==> src/rtl/debounce_event_scheduler_pkg.sv <==
// Shared types and helpers for the button debounce / event scheduler slice.
// Channel state encoding, event kind values and a width helper.
package debounce_pkg;

   typedef enum logic [1:0] {
      IDLE_LO = 2'd0,
      WAIT_HI = 2'd1,
      IDLE_HI = 2'd2,
      WAIT_LO = 2'd3
   } ch_state_t;

   localparam logic EVT_RELEASE = 1'b0;
   localparam logic EVT_PRESS   = 1'b1;

   // Bits needed to hold values 0..v-1, never less than one.
   function automatic int clog2(input int v);
      int r;
      r = 0;
      for (int k = 0; k < 32; k++) begin
         if ((1 << r) < v) r = r + 1;
      end
      return (r < 1) ? 1 : r;
   endfunction

endpackage

==> src/rtl/debounce_event_scheduler_if.sv <==
// Button event stream: valid/ready handshake plus channel id, kind and drop pulse.
// The scheduler is the master; the event consumer is the slave.
interface debounce_event_scheduler_if
   import debounce_pkg::*;
#(
   parameter int N_BTN = 4
);
   localparam int ID_W = clog2(N_BTN);

   logic            evt_valid;
   logic            evt_ready;
   logic [ID_W-1:0] evt_id;
   logic            evt_press;
   logic            evt_drop;

   modport master (
      output evt_valid,
      output evt_id,
      output evt_press,
      output evt_drop,
      input  evt_ready
   );

   modport slave (
      input  evt_valid,
      input  evt_id,
      input  evt_press,
      input  evt_drop,
      output evt_ready
   );
endinterface

==> src/rtl/debounce_event_scheduler_channel.sv <==
// One button channel: input synchronizer, debounce FSM driven by the shared tick,
// registered debounced level and a one-cycle commit strobe with its kind.
module debounce_channel
   import debounce_pkg::*;
#(
   parameter int DEB_TICKS   = 20,
   parameter int SYNC_STAGES = 2
)
(
   input  logic clk,
   input  logic reset_n,
   input  logic noisy,
   input  logic tick,
   output logic level,
   output logic commit,
   output logic commit_kind
);

   localparam int CW = clog2(DEB_TICKS);

   logic [SYNC_STAGES-1:0] sync_reg;
   logic                   s;
   ch_state_t              state_reg, state_next;
   logic [CW-1:0]          cnt_reg, cnt_next;
   logic                   level_reg;

   always_ff @(posedge clk or negedge reset_n) begin
      if (!reset_n) begin
         sync_reg  <= '0;
         state_reg <= IDLE_LO;
         cnt_reg   <= '0;
         level_reg <= 1'b0;
      end else begin
         sync_reg  <= {sync_reg[SYNC_STAGES-2:0], noisy};
         state_reg <= state_next;
         cnt_reg   <= cnt_next;
         if (commit) level_reg <= commit_kind;
      end
   end

   assign s     = sync_reg[SYNC_STAGES-1];
   assign level = level_reg;

   // The tick seen on entry to WAIT_* is ignored, so the first counted tick is partial.
   always_comb begin
      state_next  = state_reg;
      cnt_next    = cnt_reg;
      commit      = 1'b0;
      commit_kind = EVT_RELEASE;
      case (state_reg)
         IDLE_LO: begin
            if (s) begin
               state_next = WAIT_HI;
               cnt_next   = '0;
            end
         end
         WAIT_HI: begin
            if (!s) begin
               state_next = IDLE_LO;
            end else if (tick && cnt_reg == CW'(DEB_TICKS - 1)) begin
               state_next  = IDLE_HI;
               commit      = 1'b1;
               commit_kind = EVT_PRESS;
            end else if (tick) begin
               cnt_next = cnt_reg + CW'(1);
            end
         end
         IDLE_HI: begin
            if (!s) begin
               state_next = WAIT_LO;
               cnt_next   = '0;
            end
         end
         WAIT_LO: begin
            if (s) begin
               state_next = IDLE_HI;
            end else if (tick && cnt_reg == CW'(DEB_TICKS - 1)) begin
               state_next  = IDLE_LO;
               commit      = 1'b1;
               commit_kind = EVT_RELEASE;
            end else if (tick) begin
               cnt_next = cnt_reg + CW'(1);
            end
         end
         default: state_next = IDLE_LO;
      endcase
   end

endmodule

==> src/rtl/debounce_event_scheduler.sv <==
// N_BTN debounced buttons on one shared prescaler; committed edges wait in
// per-channel slots and are delivered round-robin over a valid/ready stream.
module debounce_event_scheduler
   import debounce_pkg::*;
#(
   parameter int N_BTN       = 4,
   parameter int TICK_DIV    = 100000,
   parameter int DEB_TICKS   = 20,
   parameter int SYNC_STAGES = 2
)
(
   input  logic                         clk,
   input  logic                         reset_n,
   input  logic [N_BTN-1:0]             noisy,
   output logic [N_BTN-1:0]             debounced,
   output logic                         tick,
   debounce_event_scheduler_if.master   evt
);

   localparam int ID_W = clog2(N_BTN);
   localparam int PW   = clog2(TICK_DIV);

   logic [PW-1:0]    presc_reg;
   logic [N_BTN-1:0] commit, commit_kind;
   logic [N_BTN-1:0] slot_valid_reg, slot_valid_next;
   logic [N_BTN-1:0] slot_kind_reg, slot_kind_next;
   logic [N_BTN-1:0] grant, drop_hit;
   logic [ID_W-1:0]  rr_reg, winner;
   logic             any_pending, load;
   logic             valid_reg, press_reg, drop_reg;
   logic [ID_W-1:0]  id_reg;

   always_ff @(posedge clk or negedge reset_n) begin
      if (!reset_n) begin
         presc_reg <= '0;
      end else if (presc_reg == PW'(TICK_DIV - 1)) begin
         presc_reg <= '0;
      end else begin
         presc_reg <= presc_reg + PW'(1);
      end
   end

   assign tick = (presc_reg == PW'(TICK_DIV - 1));

   generate
      for (genvar gi = 0; gi < N_BTN; gi++) begin : g_ch
         debounce_channel #(
            .DEB_TICKS   (DEB_TICKS),
            .SYNC_STAGES (SYNC_STAGES)
         ) u_ch (
            .clk         (clk),
            .reset_n     (reset_n),
            .noisy       (noisy[gi]),
            .tick        (tick),
            .level       (debounced[gi]),
            .commit      (commit[gi]),
            .commit_kind (commit_kind[gi])
         );

         // A commit landing on the slot being granted this cycle refills it without a drop.
         assign grant[gi]           = load && (winner == ID_W'(gi));
         assign drop_hit[gi]        = commit[gi] && slot_valid_reg[gi] && !grant[gi];
         assign slot_valid_next[gi] = commit[gi] || (slot_valid_reg[gi] && !grant[gi]);
         assign slot_kind_next[gi]  = commit[gi] ? commit_kind[gi] : slot_kind_reg[gi];
      end
   endgenerate

   // First pending slot after the last winner, wrapping modulo N_BTN.
   always_comb begin
      int j;
      winner      = '0;
      any_pending = 1'b0;
      j           = 0;
      for (int k = 1; k <= N_BTN; k++) begin
         j = int'(rr_reg) + k;
         if (j >= N_BTN) j = j - N_BTN;
         if (!any_pending && slot_valid_reg[j]) begin
            winner      = ID_W'(j);
            any_pending = 1'b1;
         end
      end
   end

   assign load = (!valid_reg || evt.evt_ready) && any_pending;

   always_ff @(posedge clk or negedge reset_n) begin
      if (!reset_n) begin
         slot_valid_reg <= '0;
         slot_kind_reg  <= '0;
         rr_reg         <= ID_W'(N_BTN - 1);
         valid_reg      <= 1'b0;
         id_reg         <= '0;
         press_reg      <= 1'b0;
         drop_reg       <= 1'b0;
      end else begin
         slot_valid_reg <= slot_valid_next;
         slot_kind_reg  <= slot_kind_next;
         drop_reg       <= |drop_hit;
         if (load) begin
            valid_reg <= 1'b1;
            id_reg    <= winner;
            press_reg <= slot_kind_reg[winner];
            rr_reg    <= winner;
         end else if (evt.evt_ready) begin
            valid_reg <= 1'b0;
         end
      end
   end

   assign evt.evt_valid = valid_reg;
   assign evt.evt_id    = id_reg;
   assign evt.evt_press = press_reg;
   assign evt.evt_drop  = drop_reg;

endmodule

==> src/flat_wrapper.sv <==
// flat-port wrapper written by rule: the top's interface ports become plain ports
module debounce_event_scheduler_flat import debounce_pkg::*;
#(
   parameter int N_BTN       = 4,
   parameter int TICK_DIV    = 100000,
   parameter int DEB_TICKS   = 20,
   parameter int SYNC_STAGES = 2
)
  (clk, reset_n, noisy, debounced, tick, evt_evt_valid, evt_evt_id, evt_evt_press, evt_evt_drop, evt_evt_ready);
  debounce_event_scheduler_if #(.N_BTN(N_BTN)) evt_i ();
  input  logic clk;
  input  logic reset_n;
  input  logic [N_BTN-1:0] noisy;
  output logic [N_BTN-1:0] debounced;
  output logic tick;
  output wire logic [$bits(evt_i.evt_valid)-1:0] evt_evt_valid;
  output wire logic [$bits(evt_i.evt_id)-1:0] evt_evt_id;
  output wire logic [$bits(evt_i.evt_press)-1:0] evt_evt_press;
  output wire logic [$bits(evt_i.evt_drop)-1:0] evt_evt_drop;
  input wire logic [$bits(evt_i.evt_ready)-1:0] evt_evt_ready;
  assign evt_evt_valid = evt_i.evt_valid;
  assign evt_evt_id = evt_i.evt_id;
  assign evt_evt_press = evt_i.evt_press;
  assign evt_evt_drop = evt_i.evt_drop;
  assign evt_i.evt_ready = evt_evt_ready;
  debounce_event_scheduler #(.N_BTN(N_BTN), .TICK_DIV(TICK_DIV), .DEB_TICKS(DEB_TICKS), .SYNC_STAGES(SYNC_STAGES)) u_core (.clk(clk), .reset_n(reset_n), .noisy(noisy), .debounced(debounced), .tick(tick), .evt(evt_i));
endmodule
==> config.mk <==
export PLATFORM = sky130hd
export DESIGN_NAME = debounce_event_scheduler_flat
export DESIGN_NICKNAME = d
export VERILOG_FILES = /design/src/rtl/debounce_event_scheduler_pkg.sv /design/src/rtl/debounce_event_scheduler_if.sv /design/src/rtl/debounce_event_scheduler_channel.sv /design/src/rtl/debounce_event_scheduler.sv /design/src/flat_wrapper.sv
export SDC_FILE = /design/constraint.sdc
export NUM_CORES = 1
export LEC_CHECK = 0
export ABC_AREA = 1
export CORE_AREA = 4 4 79 81
export CTS_BUF_LIST = sky130_fd_sc_hd__clkbuf_16
export DETAILED_ROUTE_END_ITERATION = 10
export DIE_AREA = 0 0 83 85
export HOLD_SLACK_MARGIN = 0.15
export PLACE_DENSITY = 0.86
export SLEW_MARGIN = 30
export SYNTH_ARGS = -nofsm -noshare
export SYNTH_HDL_FRONTEND = slang
export SYNTH_SLANG_ARGS = --single-unit
==> constraint.sdc <==
create_clock -name clk -period 3.4 [get_ports clk]
set_clock_uncertainty 0.05 [all_clocks]
set_input_delay 0.68 -clock clk [delete_from_list [all_inputs] [get_ports clk]]
set_output_delay 0.68 -clock clk [all_outputs]
set_load 0.01 [all_outputs]
==> results.py <==
metrics = {
    "worst_setup_path": {
        "crit_path_top_delay_cell": "sky130_fd_sc_hd__clkdlybuf4s50_1",
        "timing.reg2reg.setup_slack_ps": 1430,
        "kind_of_cell_with_the_highest_combined_delay_on_the_critical_path": "buffers and inverters",
        "worst-endpoint-arrival_ps": 2020,
        "path_buf_inv": 3,
        "path_max_fanout": 7,
        "critical_path.reg2reg.startpoint": "u_core.rr_reg[0]",
        "required_ps": 2670,
        "r2r_depth": 11,
        "crit_chain": "ha_1 > nand2_1 > inv_2 > nand2_2 > nor2_4 > inv_2 > nor2_4 > clkdlybuf4s50_1",
        "timing.critical_path.from_type": "register",
        "critical_path.endpoint_type": "output port",
        "regToRegEndpoint": "u_core.evt.evt_drop",
        "worst-setup-path-type": "register to output port",
        "worst_path_largest_cell_delay_ps": 580,
    },
    "clocking": {
        "clk_latency_ps": 330,
        "cts-root-buf": "sky130_fd_sc_hd__clkbuf_16",
        "htreeDepth": 3,
        "tritoncts": "built",
        "cts.hold.buffers_added": 0,
        "post_cts.repair.setup_buffers": 0,
        "cts_max_path_buffers": 2,
        "cts_resized": 0,
        "clk_transition_reported_paths_ps": 50,
        "numCtsBuffers": 9,
        "cts_sinks": 68,
    },
    "grt": {
        "grt_pass1_wl_um": 11700,
        "vias_in_the_first_global_route": 2777,
        "pin_count_of_the_biggest_net_entering_global_routing": 26,
        "grt_overflow_total": 0,
        "total_routing_resource_utilization_after_global_routing_pct": 20.5,
        "initial_antenna_violation_count": 0,
    },
    "place": {
        "post-dp-hpwl_um": 4940,
        "port_buffers": 16,
        "gp_routability_congestion": 0.861,
    },
    "logic_synthesis": {
        "synthDistinctLibCells": 38,
        "seq_area_frac_synth_pct": 48.9,
        "syn-mean-instance-area_sq_um": 8.33,
        "synth_warnings": 0,
        "synthesis.nets": 430,
        "mappedNetlistArea_sq_mm": 0.00348,
        "synth-seq-cells": 68,
        "synthCells": 418,
    },
    "die": {
        "core_area_sq_mm": 0.00547,
        "die-area_sq_mm": 0.00706,
        "effective_utilization_at_floorplan_pct": 63.6,
        "fp-row-count": 27,
        "chipHeight_um": 85,
        "boundaryPins": 17,
        "die_w_um": 83,
    },
    "route": {
        "drt_drc_violations_left": 0,
        "via_count": 2730,
        "wirelength_per_cell_um": 12.8,
        "detail_route.iter0.violations": 137,
        "route.final.wire_length_um": 6650,
        "first_pass_iters": 4,
        "antenna_violating_nets_post_route": 0,
        "post_drt_via_cell_ratio": 5.26,
    },
    "pwr": {
        "worst_ir_drop_vdd_mv": 0.496,
        "power.density_cell_area_mw_per_mm2": 601,
        "leakage_nw": 1.94,
        "post-layout-total-power_mw": 2.40,
    },
    "timing": {
        "setup-tns-final_ps": 0,
        "max_freq_ghz": 0.364,
        "slew_headroom_pct": 65.5,
        "max_slew.worst_pin.slew_ps": 514,
        "final-max-slew-violation-count": 0,
        "time_the_worst_path_needs_with_i_o_delays_and_setup_ps": 2750,
        "min_period_over_period_pct": 80.8,
        "rsz0062_at_grt": "false",
        "hold_viol": 0,
        "setup_violation_total_in_the_final_timing_report": 0,
    },
    "cells_and_area": {
        "final_net_count": 454,
        "max_ffs_per_register": 20,
        "num_antenna_cells": 0,
        "drive_gt1_share_pct": 12.3,
        "syn_to_final_growth_pct": 14.4,
    },
    "outcome": {
        "run_status": "finished clean",
    },
    "worst_hold_path": {
        "min_path_type": "input pin to async pin",
    },
    "job": {
        "max_capacitance_violation_total": 0,
    },
}
## worst max path at each step
| stage | from | end | slack (ps) | cells past startpoint |
|---|---|---|---|---|
| finish | u_core.presc_reg[0] | tick | 650 | 8 |
| global route | u_core.presc_reg[0] | tick | 540 | 8 |
| CTS | u_core.presc_reg[0] | tick | 630 | 8 |
| detailed placement | u_core.presc_reg[0] | tick | 990 | 8 |
| global placement | u_core.presc_reg[0] | tick | 1040 | 8 |
| floorplan | u_core.presc_reg[0] | tick | 1660 | 7 |
## worst reg2reg max path, delay by kind of cell, from the launching register on
family        cells  cell delay [ps]
buf+inv           1               80
simple gates     10             1080
flops             1              630
## power by group
group          internal (mW)  total, mW  switching [mW]
registers              0.885      0.951          0.0663
logic                  0.196      0.565           0.369
clock network          0.556      0.881           0.325
## layer usage
layer / wire [um] / GRT usage (%) / vias to the layer above
met5: 0 / 0 / -
met1: 2960 / 24.0 / 1277
met3: 206 / 5.24 / 15
li1: - / - / 1394
met2: 3320 / 35.3 / 44
met4: 165 / 9.81 / 0
## synthesized netlist by cell type, drive strengths merged
master,instances,share of area (%)
nor2,33,4.8
a31oi,1,0.18
o21ai,28,4.2
inv,66,7.3
dfrtp,66,47
nand3,36,5.5
a211oi,1,0.22
o32ai,1,0.25
o22ai,2,0.36
clkinv,1,0.14
o31ai,6,1.3
nand2,114,13
o221ai,1,0.25
nand4,7,1.3
or2,2,0.36
a21o,3,0.65
nor4,2,0.79
buf,5,1.2
dfstp,2,1.5
xnor2,4,1.0
o211ai,1,0.22
xor2,11,2.8
a21oi,10,1.8
nor3,10,1.6
ha,5,1.8
## layout make-up
type	instances	area [sq um]
inverter	67	258
clock buffer	9	225
fill	416	1490
multi-input combinational	278	1480
clock inverter	7	58.8
sequential	68	1700
timing repair buffer	18	170
tap	72	90.1
## cells by family after synthesis
| group | after synthesis | share of synthesized area, % |
|---|---|---|
| AOI/OAI and AO/OA | 54 | 9.41 |
| xor gates and xnor gates | 15 | 3.77 |
| adders and majority gates | 5 | 1.80 |
| buffers and inverters | 72 | 8.58 |
| DFF | 68 | 48.9 |
| and+or+nand+nor | 204 | 27.5 |
## cell usage in the layout (no fill, tap or decap), types with 4 or more instances in the layout
cell type                         instances
sky130_fd_sc_hd__a21oi_1                  9
sky130_fd_sc_hd__clkbuf_16                9
sky130_fd_sc_hd__clkdlybuf4s50_1         15
sky130_fd_sc_hd__dfrtp_1                 66
sky130_fd_sc_hd__ha_1                     5
sky130_fd_sc_hd__inv_1                   59
sky130_fd_sc_hd__inv_2                    7
sky130_fd_sc_hd__nand2_1                102
sky130_fd_sc_hd__nand2_2                 11
sky130_fd_sc_hd__nand3_1                 34
sky130_fd_sc_hd__nand4_1                  7
sky130_fd_sc_hd__nor2_1                  26
sky130_fd_sc_hd__nor2_4                   5
sky130_fd_sc_hd__nor3_1                   9
sky130_fd_sc_hd__o21ai_0                 21
sky130_fd_sc_hd__o21ai_1                  5
sky130_fd_sc_hd__o31ai_1                  6
sky130_fd_sc_hd__xnor2_1                  4
sky130_fd_sc_hd__xor2_1                  11
## stage by stage
| step | setup WS, ps | std cells | area (sq um) | util, % | hold WS, ps |
|---|---|---|---|---|---|
| finish | 653 | 519 | 3990 | 72.8 | 269 |
| floorplan | 1660 | 418 | 3480 | - | 281 |
| CTS | 628 | 519 | 3990 | 72.8 | 275 |
| global placement | 1040 | 503 | 3700 | 67.6 | 282 |
| global route | 536 | 519 | 3990 | 72.8 | 305 |
| detailed placement | 987 | 503 | 3700 | 67.6 | 286 |
Note: power is estimated with default switching activity, not from simulation.
